File: src/rtl/lime_io_bridge_if.sv
// rtl/lime_io_bridge_if.sv - processor/external handshake bundle for the Lime I/O bridge
interface lime_io_bridge_if #(
    parameter int WIDTH = 16,
    parameter int CW    = 3
) ();
    logic [WIDTH-1:0] proc_out_data;
    logic             proc_out_wr;
    logic [WIDTH-1:0] proc_in_data;
    logic             proc_in_rd;
    logic             proc_in_avail;
    logic [WIDTH-1:0] ext_out_data;
    logic             ext_out_valid;
    logic             ext_out_ready;
    logic [WIDTH-1:0] ext_in_data;
    logic             ext_in_valid;
    logic             ext_in_ready;
    logic [CW-1:0]    out_count;
    logic             out_full;
    logic             overflow;

    // Environment side: processor plus external device.
    modport master (
        output proc_out_data, proc_out_wr, proc_in_rd,
        output ext_out_ready, ext_in_data, ext_in_valid,
        input  proc_in_data, proc_in_avail,
        input  ext_out_data, ext_out_valid, ext_in_ready,
        input  out_count, out_full, overflow
    );

    // Bridge side.
    modport slave (
        input  proc_out_data, proc_out_wr, proc_in_rd,
        input  ext_out_ready, ext_in_data, ext_in_valid,
        output proc_in_data, proc_in_avail,
        output ext_out_data, ext_out_valid, ext_in_ready,
        output out_count, out_full, overflow
    );
endinterface

File: src/rtl/lime_io_bridge.sv
// rtl/lime_io_bridge.sv - output FIFO and input holding register between Lime I/O ports and a valid/ready device
module lime_io_bridge #(
    parameter int WIDTH = 16,
    parameter int DEPTH = 4,
    parameter int CW    = 3
) (
    input  logic            CLK,
    input  logic            reset,
    lime_io_bridge_if.slave bus
);
    localparam int AW = $clog2(DEPTH);

    typedef enum logic [0:0] {
        IN_EMPTY = 1'b0,
        IN_HELD  = 1'b1
    } in_state_t;

    logic [WIDTH-1:0] mem [DEPTH];
    logic [AW-1:0]    rd_ptr;
    logic [AW-1:0]    wr_ptr;
    logic [CW-1:0]    count;
    logic             overflow_q;
    logic             full;
    logic             valid;
    logic             push;
    logic             pop;

    in_state_t        state_q;
    in_state_t        state_d;
    logic             capture;
    logic [WIDTH-1:0] in_data_q;

    // A full FIFO that is popping in the same cycle still has room for the write.
    assign full  = (count == CW'(DEPTH));
    assign valid = (count != '0);
    assign pop   = valid && bus.ext_out_ready;
    assign push  = bus.proc_out_wr && (!full || pop);

    // FIFO storage; contents are don't-care after reset, so no reset here.
    always_ff @(posedge CLK) begin
        if (push) begin
            mem[wr_ptr] <= bus.proc_out_data;
        end
    end

    // Pointers, occupancy and the sticky dropped-write flag.
    always_ff @(posedge CLK) begin
        if (reset) begin
            rd_ptr     <= '0;
            wr_ptr     <= '0;
            count      <= '0;
            overflow_q <= 1'b0;
        end else begin
            if (push) begin
                wr_ptr <= wr_ptr + 1'b1;
            end
            if (pop) begin
                rd_ptr <= rd_ptr + 1'b1;
            end
            if (push && !pop) begin
                count <= count + 1'b1;
            end else if (pop && !push) begin
                count <= count - 1'b1;
            end
            if (bus.proc_out_wr && full && !pop) begin
                overflow_q <= 1'b1;
            end
        end
    end

    // Head word falls through straight from storage.
    assign bus.ext_out_data  = mem[rd_ptr];
    assign bus.ext_out_valid = valid;
    assign bus.out_count     = count;
    assign bus.out_full      = full;
    assign bus.overflow      = overflow_q;

    // Input FSM state register and held word.
    always_ff @(posedge CLK) begin
        if (reset) begin
            state_q   <= IN_EMPTY;
            in_data_q <= '0;
        end else begin
            state_q <= state_d;
            if (capture) begin
                in_data_q <= bus.ext_in_data;
            end
        end
    end

    // Input FSM next state: capture when empty, release on processor read.
    always_comb begin
        state_d = state_q;
        capture = 1'b0;
        case (state_q)
            IN_EMPTY: begin
                if (bus.ext_in_valid) begin
                    state_d = IN_HELD;
                    capture = 1'b1;
                end
            end
            IN_HELD: begin
                if (bus.proc_in_rd) begin
                    state_d = IN_EMPTY;
                end
            end
            default: state_d = IN_EMPTY;
        endcase
    end

    // Ready is decoded from registered state only, so proc_in_rd never reaches it combinationally.
    assign bus.ext_in_ready  = (state_q == IN_EMPTY);
    assign bus.proc_in_avail = (state_q == IN_HELD);
    assign bus.proc_in_data  = in_data_q;
endmodule

File: src/flat_wrapper.sv
// flat-port wrapper written by rule: the top's interface ports become plain ports
module lime_io_bridge_flat 
#(
    parameter int WIDTH = 16,
    parameter int DEPTH = 4,
    parameter int CW    = 3
)
  (CLK, reset, bus_proc_out_data, bus_proc_out_wr, bus_proc_in_rd, bus_ext_out_ready, bus_ext_in_data, bus_ext_in_valid, bus_proc_in_data, bus_proc_in_avail, bus_ext_out_data, bus_ext_out_valid, bus_ext_in_ready, bus_out_count, bus_out_full, bus_overflow);
  lime_io_bridge_if #(.WIDTH(WIDTH), .CW(CW)) bus_i ();
  input  logic CLK;
  input  logic reset;
  input wire logic [$bits(bus_i.proc_out_data)-1:0] bus_proc_out_data;
  input wire logic [$bits(bus_i.proc_out_wr)-1:0] bus_proc_out_wr;
  input wire logic [$bits(bus_i.proc_in_rd)-1:0] bus_proc_in_rd;
  input wire logic [$bits(bus_i.ext_out_ready)-1:0] bus_ext_out_ready;
  input wire logic [$bits(bus_i.ext_in_data)-1:0] bus_ext_in_data;
  input wire logic [$bits(bus_i.ext_in_valid)-1:0] bus_ext_in_valid;
  output wire logic [$bits(bus_i.proc_in_data)-1:0] bus_proc_in_data;
  output wire logic [$bits(bus_i.proc_in_avail)-1:0] bus_proc_in_avail;
  output wire logic [$bits(bus_i.ext_out_data)-1:0] bus_ext_out_data;
  output wire logic [$bits(bus_i.ext_out_valid)-1:0] bus_ext_out_valid;
  output wire logic [$bits(bus_i.ext_in_ready)-1:0] bus_ext_in_ready;
  output wire logic [$bits(bus_i.out_count)-1:0] bus_out_count;
  output wire logic [$bits(bus_i.out_full)-1:0] bus_out_full;
  output wire logic [$bits(bus_i.overflow)-1:0] bus_overflow;
  assign bus_i.proc_out_data = bus_proc_out_data;
  assign bus_i.proc_out_wr = bus_proc_out_wr;
  assign bus_i.proc_in_rd = bus_proc_in_rd;
  assign bus_i.ext_out_ready = bus_ext_out_ready;
  assign bus_i.ext_in_data = bus_ext_in_data;
  assign bus_i.ext_in_valid = bus_ext_in_valid;
  assign bus_proc_in_data = bus_i.proc_in_data;
  assign bus_proc_in_avail = bus_i.proc_in_avail;
  assign bus_ext_out_data = bus_i.ext_out_data;
  assign bus_ext_out_valid = bus_i.ext_out_valid;
  assign bus_ext_in_ready = bus_i.ext_in_ready;
  assign bus_out_count = bus_i.out_count;
  assign bus_out_full = bus_i.out_full;
  assign bus_overflow = bus_i.overflow;
  lime_io_bridge #(.WIDTH(WIDTH), .DEPTH(DEPTH), .CW(CW)) u_core (.CLK(CLK), .reset(reset), .bus(bus_i));
endmodule
File: config.mk
export PLATFORM = sky130hd
export DESIGN_NAME = lime_io_bridge_flat
export DESIGN_NICKNAME = d
export VERILOG_FILES = /design/src/rtl/lime_io_bridge_if.sv /design/src/rtl/lime_io_bridge.sv /design/src/flat_wrapper.sv
export SDC_FILE = /design/constraint.sdc
export NUM_CORES = 1
export LEC_CHECK = 0
export ABC_AREA = 1
export CAP_MARGIN = 5
export CORE_MARGIN = 2
export CORE_UTILIZATION = 46
export DETAILED_ROUTE_END_ITERATION = 10
export GPL_TIMING_DRIVEN = 0
export PLACE_DENSITY = 0.85
export SLEW_MARGIN = 20
export SYNTH_ARGS = -nofsm -noshare
export SYNTH_HDL_FRONTEND = slang
export SYNTH_SLANG_ARGS = --single-unit
File: constraint.sdc
create_clock -name CLK -period 2 [get_ports CLK]
set_clock_uncertainty 0.05 [all_clocks]
set_input_delay 0.4 -clock CLK [delete_from_list [all_inputs] [get_ports CLK]]
set_output_delay 0.4 -clock CLK [all_outputs]
set_load 0.01 [all_outputs]
==> results.py <==
metrics = {
    "critical_path": {
        "startpoint_type": "register",
        "critPathMaxFanout": 10,
        "path_buf_inv": 3,
        "r2r_start": "u_core.bus.out_count[1]",
        "critPathKind": "reg -> out",
        "cp.arrival_ns": 1.48,
        "cp_data_required_time_ns": 1.55,
        "slowest_delay_ns": 0.37,
        "cp-end-kind": "output pin",
        "crit_family": "buffers and inverters",
        "crit_path_top_delay_cell": "dfxtp_4",
        "cp_cell_sequence": "inv_2 -> buf_6 -> o21ai_1 -> o22ai_1 -> clkbuf_2",
    },
    "global_routing": {
        "overflow": 0,
        "grt_usage_pct": 18.0,
        "grt_pass1_wl_um": 11900,
        "antenna_found_initial": 0,
        "grt_max_degree": 17,
        "grt_pass1_vias": 2484,
    },
    "final_layout": {
        "nNetsFinal": 437,
        "drive_above_1_share_pct": 23.6,
        "final_cell_mix": "nor2_1 (70), edfxtp_1 (64), clkdlybuf4s50_1 (57)",
        "layout.area.seq_um2": 2480,
        "multi_input_area_um2": 1070,
        "diodes": 0,
        "postLayoutCellArea_um2": 4860,
        "n_fill_cell": 623,
        "final_cell_count_no_fill": 500,
        "syn_to_final_growth_pct": 31.4,
        "final_common_cell": "nor2_1",
    },
    "pwr": {
        "netSwitchingFraction_pct": 31.5,
        "power.share.clock_pct": 25.5,
        "pwr-share-comb_pct": 30.3,
        "powerDensity_nw_per_um2": 1100,
        "cellInternalPower_mw": 3.67,
        "net-switching-power_mw": 1.69,
        "seqPwrFrac_pct": 44.2,
        "peakVddDrop_uv": 645,
        "leakagePower_nw": 1.80,
    },
    "min_path": {
        "hp-start": "u_core.bus.overflow",
        "hold_class": "reg -> reg",
    },
    "yosys": {
        "syn_area_per_cell_um2": 12.2,
        "synth.distinct_cells": 27,
        "syn_area_um2": 3700,
        "yosysWarnings": 0,
        "ys_seq_area_share_pct": 66.6,
        "syn_inst": 303,
        "ys_seq_elements": 91,
        "syn_nets": 347,
    },
    "routing": {
        "drtPass1Iterations": 4,
        "ant_nets": 0,
        "drtIter0Drc": 105,
        "routed_via_density": 4.95,
        "vias": 2474,
        "wl_per_cell_um": 15.1,
        "drcViolationCount": 0,
        "wirelength_um": 7540,
    },
    "run": {
        "maxCapViolations": 0,
    },
    "floorplanning": {
        "die_y_um": 93.7,
        "num_rows": 32,
        "core-area_um2": 7770,
        "pin_count": 78,
        "start_util_pct": 47.6,
        "die_x_um": 93.7,
        "die_area_um2": 8770,
    },
    "placement": {
        "placed_area_um2": 4630,
        "dpl.cell_count": 484,
        "dp_hpwl_um": 5190,
        "finalWeightedCongestion": 0.731,
        "numPortBuffers": 77,
    },
    "clock_network": {
        "cts_buffer_depth": 2,
        "clock-sinks": 91,
        "htreeDepth": 3,
        "insertion_delay_ns": 0.35,
        "cts_made_buffers": 9,
        "path_clk_slew_ns": 0.09,
        "cts_root_buf": "clkbuf_8",
        "cts_tree": "done",
    },
    "timing": {
        "setup_viol": 0,
        "drv_slew": 0,
        "slew_headroom_pct": 39.0,
        "worstMarginPinSlew_ns": 0.913,
        "final.setup.tns_ns": 0,
        "timing.fmax_mhz": 517,
        "rsz0062_at_grt": "yes",
        "hold_viol_final": 0,
        "period_share_pct": 96.7,
        "finalCriticalPeriod_ns": 1.93,
    },
    "status": {
        "status": "finished, final reports clean",
    },
}
==> state kept, by name, indices dropped and copies added, names as in the netlist, named ones only <==
signal / count
u_core.bus.proc_in_data: 16
u_core.bus.out_count: 3
u_core.mem: 64
u_core.wr_ptr: 2
u_core.bus.overflow: 1
u_core.rd_ptr: 2
u_core.bus.proc_in_avail: 1
==> kinds of logic after synthesis <==
kind of cell	synth area share, %
buffers and inverters	5.14
AOI/OAI and AO/OA	14.6
DFF	66.6
and+or+nand+nor	11.4
adders and majority gates	2.23
==> Yosys cell counts (all sizes together) <==
library cell / count / area, um2
o22ai: 16 / 169
edfxtp: 64 / 1920
buf: 12 / 109
nand3: 6 / 35.0
ha: 5 / 62.6
dfxtp: 27 / 541
nand4: 1 / 6.26
inv: 21 / 81.3
a21oi: 7 / 35.0
nor3: 1 / 5.00
nand2: 15 / 81.3
fa: 1 / 20.0
o21ai: 50 / 329
o21a: 1 / 7.51
nor2: 76 / 295
==> worst register-to-register path, stage by stage (launching register included) <==
cell and delay (ns):
dfxtp_4 0.38, nor2_4 0.18, nand3_4 0.13, nand2_4 0.12, inv_1 0.05, ha_1 0.21, inv_1 0.09, fa_1 0.43
o21ai_2 0.12, nor2_1 0.04
==> power groups by stage <==
stage               clock network (mW)  registers [mW]  logic, mW
floorplan                            0            2.38      0.933
global placement                     0            2.37       1.64
detailed placement                   0            2.38       1.71
CTS                               1.39            2.35       1.62
global route                      1.47            2.39       1.78
finish                            1.36            2.37       1.62
==> area by class of cell <==
| class | instances | area share, % |
|---|---|---|
| sequential | 91 | 51.1 |
| multi-input combinational | 179 | 22.1 |
| timing repair buffer | 79 | 15.5 |
| tap | 102 | 2.63 |
| clock buffer | 9 | 2.55 |
| buffer | 12 | 2.37 |
| clock inverter | 7 | 2.03 |
| inverter | 21 | 1.73 |
==> worst paths after layout <==
| kind | endpoint | cells after the start | slack (ns) |
|---|---|---|---|
| worst max register to register | u_core.bus.out_count[1] | 9 | 0.12 |
| worst max-delay path | bus_ext_out_data[9] | 5 | 0.07 |
| worst min register to register | u_core.bus.overflow | 2 | 0.41 |
| worst min-delay path | u_core.bus.overflow | 2 | 0.41 |
==> stage by stage <==
stage	worst slack, ns	total power, mW	util [%]	hold WS [ns]
CTS	0.0171	5.36	62.5	0.412
detailed placement	-0.594	4.09	59.6	0.399
global placement	-0.938	4.01	59.2	0.394
global route	-0.0244	5.64	62.5	0.429
floorplan	0.0685	3.32	-	0.409
finish	0.0656	5.36	62.5	0.409
==> layer usage <==
layer	vias up	global-route usage (%)	wire length, um
li1	1240	-	-
met1	1148	21.4	3180
met2	82	31.4	3770
met3	4	5.86	540
met4	0	4.95	51
met5	-	0	0
==> what timing repair did <==
| item | in CTS | in global routing |
|---|---|---|
| gates resized for setup | 30 | 32 |
| endpoints found under the setup margin | 61 | 17 |
| pin swaps | 0 | 1 |
| hold buffers | 0 | 0 |
| setup buffers | 0 | 0 |
No activity file was read; power rests on OpenSTA's default activity.
